$ cat src/rtl/miner_nonce_dispatcher.sv
// Job-side driver for one miner core: walks a nonce range over the hash_enable/finished
// handshake, compares each digest to the target and reports one result per job.
module miner_nonce_dispatcher #(
  parameter int unsigned NONCE_W  = 32,
  parameter int unsigned DIGEST_W = 256
) (
  input  logic                clk,
  input  logic                rst,
  input  logic                job_valid,
  output logic                job_ready,
  input  logic [NONCE_W-1:0]  job_nonce_start,
  input  logic [NONCE_W-1:0]  job_nonce_end,
  input  logic [DIGEST_W-1:0] job_target,
  input  logic                abort,
  output logic                hash_enable,
  output logic [NONCE_W-1:0]  nonce,
  input  logic                finished,
  input  logic [DIGEST_W-1:0] digest,
  output logic                result_valid,
  output logic                result_found,
  output logic [NONCE_W-1:0]  result_nonce,
  output logic [31:0]         hashes_done,
  output logic                busy
);

  localparam int unsigned CNT_W = 32;

  typedef enum logic [2:0] {
    S_IDLE  = 3'd0,
    S_ISSUE = 3'd1,
    S_WAIT  = 3'd2,
    S_CHECK = 3'd3,
    S_DONE  = 3'd4
  } state_e;

  state_e              state_q;
  state_e              state_d;
  logic [NONCE_W-1:0]  end_q;
  logic [DIGEST_W-1:0] target_q;
  logic                hit_q;
  logic                last_c;

  assign last_c = (nonce == end_q);

  // State register
  always_ff @(posedge clk) begin
    if (rst) state_q <= S_IDLE;
    else     state_q <= state_d;
  end

  // Next-state logic; abort takes priority over any core response
  always_comb begin
    state_d = state_q;
    unique case (state_q)
      S_IDLE:  if (job_valid) state_d = S_ISSUE;
      S_ISSUE: state_d = abort ? S_DONE : S_WAIT;
      S_WAIT: begin
        if (abort)         state_d = S_DONE;
        else if (finished) state_d = S_CHECK;
      end
      S_CHECK: begin
        if (abort || hit_q || last_c) state_d = S_DONE;
        else                          state_d = S_ISSUE;
      end
      S_DONE:  state_d = S_IDLE;
      default: state_d = S_IDLE;
    endcase
  end

  // Control outputs decoded from the state register
  always_comb begin
    job_ready    = 1'b0;
    busy         = 1'b1;
    hash_enable  = 1'b0;
    result_valid = 1'b0;
    unique case (state_q)
      S_IDLE: begin
        job_ready = 1'b1;
        busy      = 1'b0;
      end
      S_ISSUE, S_WAIT: hash_enable = 1'b1;
      S_DONE:          result_valid = 1'b1;
      default: ;
    endcase
  end

  // Job datapath: range/target latch, digest compare, result and hash counter
  always_ff @(posedge clk) begin
    if (rst) begin
      nonce        <= '0;
      end_q        <= '0;
      target_q     <= '0;
      hit_q        <= 1'b0;
      result_found <= 1'b0;
      result_nonce <= '0;
      hashes_done  <= '0;
    end else begin
      unique case (state_q)
        S_IDLE: begin
          if (job_valid) begin
            nonce        <= job_nonce_start;
            end_q        <= job_nonce_end;
            target_q     <= job_target;
            hit_q        <= 1'b0;
            result_found <= 1'b0;
            result_nonce <= '0;
            hashes_done  <= '0;
          end
        end
        S_ISSUE: begin
          if (abort) begin
            result_found <= 1'b0;
            result_nonce <= nonce;
          end
        end
        S_WAIT: begin
          // A response colliding with abort is counted but never judged
          if (finished) begin
            hit_q <= (digest < target_q);
            if (hashes_done != {CNT_W{1'b1}}) hashes_done <= hashes_done + CNT_W'(1);
          end
          if (abort) begin
            result_found <= 1'b0;
            result_nonce <= nonce;
          end
        end
        S_CHECK: begin
          if (abort) begin
            result_found <= 1'b0;
            result_nonce <= nonce;
          end else if (hit_q) begin
            result_found <= 1'b1;
            result_nonce <= nonce;
          end else if (last_c) begin
            result_found <= 1'b0;
            result_nonce <= end_q;
          end else begin
            nonce <= nonce + NONCE_W'(1);
          end
        end
        default: ;
      endcase
    end
  end

endmodule

$ cat config.mk
export PLATFORM = sky130hd
export DESIGN_NAME = miner_nonce_dispatcher
export DESIGN_NICKNAME = d
export VERILOG_FILES = /design/src/rtl/miner_nonce_dispatcher.sv
export SDC_FILE = /design/constraint.sdc
export NUM_CORES = 1
export LEC_CHECK = 0
export BUFFER_PORTS_ARGS = -buffer_cell sky130_fd_sc_hd__buf_2
export CAP_MARGIN = 10
export CORE_ASPECT_RATIO = 0.8
export CORE_MARGIN = 3
export CORE_UTILIZATION = 25
export CTS_BUF_LIST = sky130_fd_sc_hd__clkbuf_8
export DETAILED_ROUTE_END_ITERATION = 16
export PLACE_DENSITY_LB_ADDON = 0.1
export SYNTH_ARGS = -nofsm -noshare
export SYNTH_HDL_FRONTEND = slang
export SYNTH_SLANG_ARGS = --single-unit
$ cat constraint.sdc
create_clock -name clk -period 3.24 [get_ports clk]
set_input_delay 0.486 -clock clk [delete_from_list [all_inputs] [get_ports clk]]
set_output_delay 0.486 -clock clk [all_outputs]
set_load 0.01 [all_outputs]
==> results.rst <==
.. list-table::
   :header-rows: 1

   * - Metric
     - Value
   * - Run status
     - finished, final reports clean
   * - Largest net degree at the start of global routing
     - 141
   * - Total Power
     - 13900 uW
   * - Initial antenna violation count
     - 48
   * - Reg-to-reg startpoint
     - target_q[59]$_SDFFE_PP0P_
   * - Crit path capture
     - hit_q$_SDFFE_PP0P_
   * - Clock root cell
     - sky130_fd_sc_hd__clkbuf_8
   * - Hold Slack
     - 0.0961 ns
   * - Data arrival time of the critical path
     - 3.31 ns
   * - Count of final max-slew check failures
     - 0
   * - Fmax achieved
     - 356 MHz
   * - Critical-path cell with the highest stage delay
     - sky130_fd_sc_hd__nor4_1
   * - Most frequent cells in the layout
     - sky130_fd_sc_hd__buf_2, sky130_fd_sc_hd__nand2_1, sky130_fd_sc_hd__a21oi_1
   * - Proportion of layout cells with a drive suffix above 1
     - 23.0%
   * - Initial core utilization
     - 25.3%
   * - Width of the chip
     - 336 microns
   * - Vias post-DR
     - 22544
   * - Area of the core region
     - 0.0860 sq mm
   * - RSZ-0062 raised after global routing
     - false
   * - Cell Area, Synth
     - 0.0218 sq mm
   * - Worst setup slack after layout
     - 0.434 ns
   * - Register area share after synthesis
     - 35.8%
   * - CP dominant cell by count
     - sky130_fd_sc_hd__nand4_1
   * - Number of hold violations in the final report
     - 0
   * - Post-detailed-route count of antenna-violating nets
     - 0
   * - Die Y-Extent
     - 270 microns
   * - Global-route congestion overflow total
     - 0
   * - Worst-case clock buffer depth
     - 3
   * - Post-synth cell types
     - 58
   * - Crit path kind
     - reg -> reg
   * - Seq cells post-synth
     - 389
   * - Leading cell type in the layout, fill and taps excluded
     - sky130_fd_sc_hd__buf_2
   * - Global-route wire length before repair
     - 136 mm
   * - Post-Synthesis Mean Instance Area
     - 7.58 sq um
   * - Total CTS buffers
     - 78
   * - Synth async-reset ratio
     - 0%
   * - Area of the die
     - 0.0907 sq mm
   * - Critical R2R Capture
     - hit_q$_SDFFE_PP0P_
   * - Main flop type after synthesis
     - sky130_fd_sc_hd__dfxtp_1
   * - Slew HR
     - 26.2%
   * - Detail-routed via count per cell
     - 4.50
   * - Drt initial violations
     - 890
   * - Startpoint type of the worst setup path
     - flop
   * - Vias in the first global route
     - 22643
   * - Layout overhead on the synthesized area
     - 41.4%
   * - I/O Buffers
     - 681
   * - Peak per-stage delay on the critical path
     - 0.52 ns
   * - Standby leakage power
     - 0.0134 uW
   * - Final routed wirelength across all metal layers
     - 89.9 mm
   * - Worst Reg2Reg Path Length in Cells
     - 9
   * - Count of placed standard cells in the final layout, fillers left out
     - 5007
   * - Largest clock skew in the final design
     - 0.0407 ns
   * - Setup slack of the most critical reg-to-reg path
     - 0.43 ns
   * - Maximum VDD drop
     - 0.220 mV
   * - Worst setup path startpoint
     - target_q[59]$_SDFFE_PP0P_
   * - Routability cong.
     - 0.834
   * - Cell-by-cell listing of the critical path
     - inv_1 -> ha_1 -> nand4_1 -> nor4_1 -> nand4_1 -> or3_1 -> o2111ai_2 -> a311o_1 -> o211ai_1
   * - Setup Viol. Count Final
     - 0
   * - Remaining DRCs
     - 0
   * - Clk sinks
     - 389
   * - Count of buffers added by post-CTS timing repair for setup
     - 0
   * - Clock insertion delay at the later pin of the skew report
     - 0.67 ns
   * - Post-synth EDFFs
     - 0
   * - Number of max-cap violations
     - 0
   * - Detailed placement HPWL
     - 67.7 mm
   * - PwrDens
     - 453 mW/mm^2
   * - Clock slew seen by the registers of the worst setup and hold paths
     - 0.05 ns
   * - Post-placement setup slack
     - -0.0281 ns
   * - Total placed cells including tap cells
     - 4583
   * - Critical Path End Type
     - flop
   * - CTS H-Tree Depth
     - 3
   * - Total number of yosys warnings
     - 0
   * - IO Count
     - 682
   * - CP required
     - 3.75 ns
   * - Mapped Nets
     - 3708
   * - Fill cells
     - 9346
   * - Min cycle time layout
     - 2.81 ns
   * - Max FO, Critical Path
     - 3
   * - Cell count after synthesis
     - 2870
   * - Post-layout util
     - 35.8%
   * - Average wire per standard cell
     - 17.9 microns
   * - Router iterations before antenna repair
     - 5
   * - Final net count
     - 4628
   * - TritonCTS clock tree
     - built
   * - Fin crit share
     - 86.6%
   * - Hold crit path type
     - in -> reg
   * - Tightest Pin Transition
     - 1.11 ns
   * - Number of standard-cell rows in the floorplan
     - 96
   * - Total global routing track utilization
     - 19.2%
-- cell usage after synthesis, drive strengths merged, types with 18 or more instances --
| master | count | area, sq um |
|---|---|---|
| nand2 | 677 | 2540 |
| a21oi | 409 | 2050 |
| dfxtp | 389 | 7790 |
| inv | 280 | 1050 |
| ha | 257 | 3220 |
| clkbuf | 132 | 495 |
| nor2 | 129 | 484 |
| o21ai | 88 | 444 |
| a211oi | 74 | 661 |
| nand4 | 66 | 413 |
| xor2 | 41 | 359 |
| nand3 | 40 | 200 |
| a22oi | 37 | 278 |
| a21o | 27 | 203 |
| nor3 | 23 | 120 |
| nor4 | 23 | 159 |
| or3 | 19 | 119 |
| buf | 18 | 93.8 |
-- worst min path at each step --
stage | endpoint | cells after the start | from
detailed placement | target_q[132]$_SDFFE_PP0P_ | 2 | target_q[132]$_SDFFE_PP0P_
global placement | target_q[202]$_SDFFE_PP0P_ | 2 | target_q[202]$_SDFFE_PP0P_
finish | target_q[211]$_SDFFE_PP0P_ | 3 | job_target[211]
global route | target_q[239]$_SDFFE_PP0P_ | 3 | job_target[239]
CTS | target_q[186]$_SDFFE_PP0P_ | 3 | job_target[186]
floorplan | target_q[100]$_SDFFE_PP0P_ | 2 | target_q[100]$_SDFFE_PP0P_
-- report_power, final --
group	internal, uW	total [uW]	switching, uW
Clock	2840	5240	2410
Combinational	1430	3280	1850
Sequential	5170	5420	252
Total	9440	13900	4510
-- worst max-delay path: cells and delay by family, from the launching register on --
| family | cells | cell delay [ns] |
|---|---|---|
| AND/OR/NAND/NOR | 4 | 1.31 |
| AO/OA/AOI/OAI | 3 | 0.69 |
| flip-flops | 1 | 0.33 |
| adder cells (fa/ha/maj) | 1 | 0.28 |
| buffers and inverters | 1 | 0.06 |
-- state kept, by name, summed over array words and instances, names as in the netlist --
name and count:
end_q 32, target_q 256, nonce 32, state_q 3, result_found 1, result_nonce 32, hit_q 1, hashes_done 32
-- kinds of logic (layout without fill, tap and decap cells) --
logic type               Yosys count  count (layout)  synth area share (%)
AND/OR/NAND/NOR                 1034            1034                  20.3
XOR/XNOR                          58              58                  2.33
buffers and inverters            430            1409                  7.54
adder cells (fa/ha/maj)          257             257                  14.8
AO/OA/AOI/OAI                    693             693                  18.8
flip-flops                       389             389                  35.8
multiplexers                       9               9                 0.414
other                              0              31                     0
-- layout make-up --
type,count,area (sq um),area share (%)
diodes,31,77.6,0.252
clock buffers,99,1360,4.43
clock inverters,40,221,0.719
inverters,280,1050,3.41
multi-input cells,2051,12400,40.2
flip-flops and latches,389,7790,25.3
well taps,1127,1410,4.58
repair buffers,990,6500,21.1
-- per-stage QoR --
stage	TNS (ns)	cell area [sq um]
final	0	30800
after global routing	0	30800
after CTS	0	30700
after detailed placement	-0.0281	26600
after global placement	0	26600
after floorplan	0	21800
-- layer usage --
metal / routed length (microns) / vias up / part of all wire [%] / track usage, %
met5: 140 / - / 0.16 / 0
met4: 2940 / 22 / 3.3 / 7.44
met3: 4350 / 176 / 4.8 / 4.20
met2: 42600 / 476 / 47 / 32.1
met1: 39800 / 10240 / 44 / 24.0
li1: - / 11630 / - / -
-- what timing repair did --
action                                  4_1_cts  5_1_grt
hold buffers                                254        0
gates resized for setup                       0        1
endpoints found under the setup margin        0        1
hold endpoints to repair                    254        0
Power figures use the tool's default switching activity.
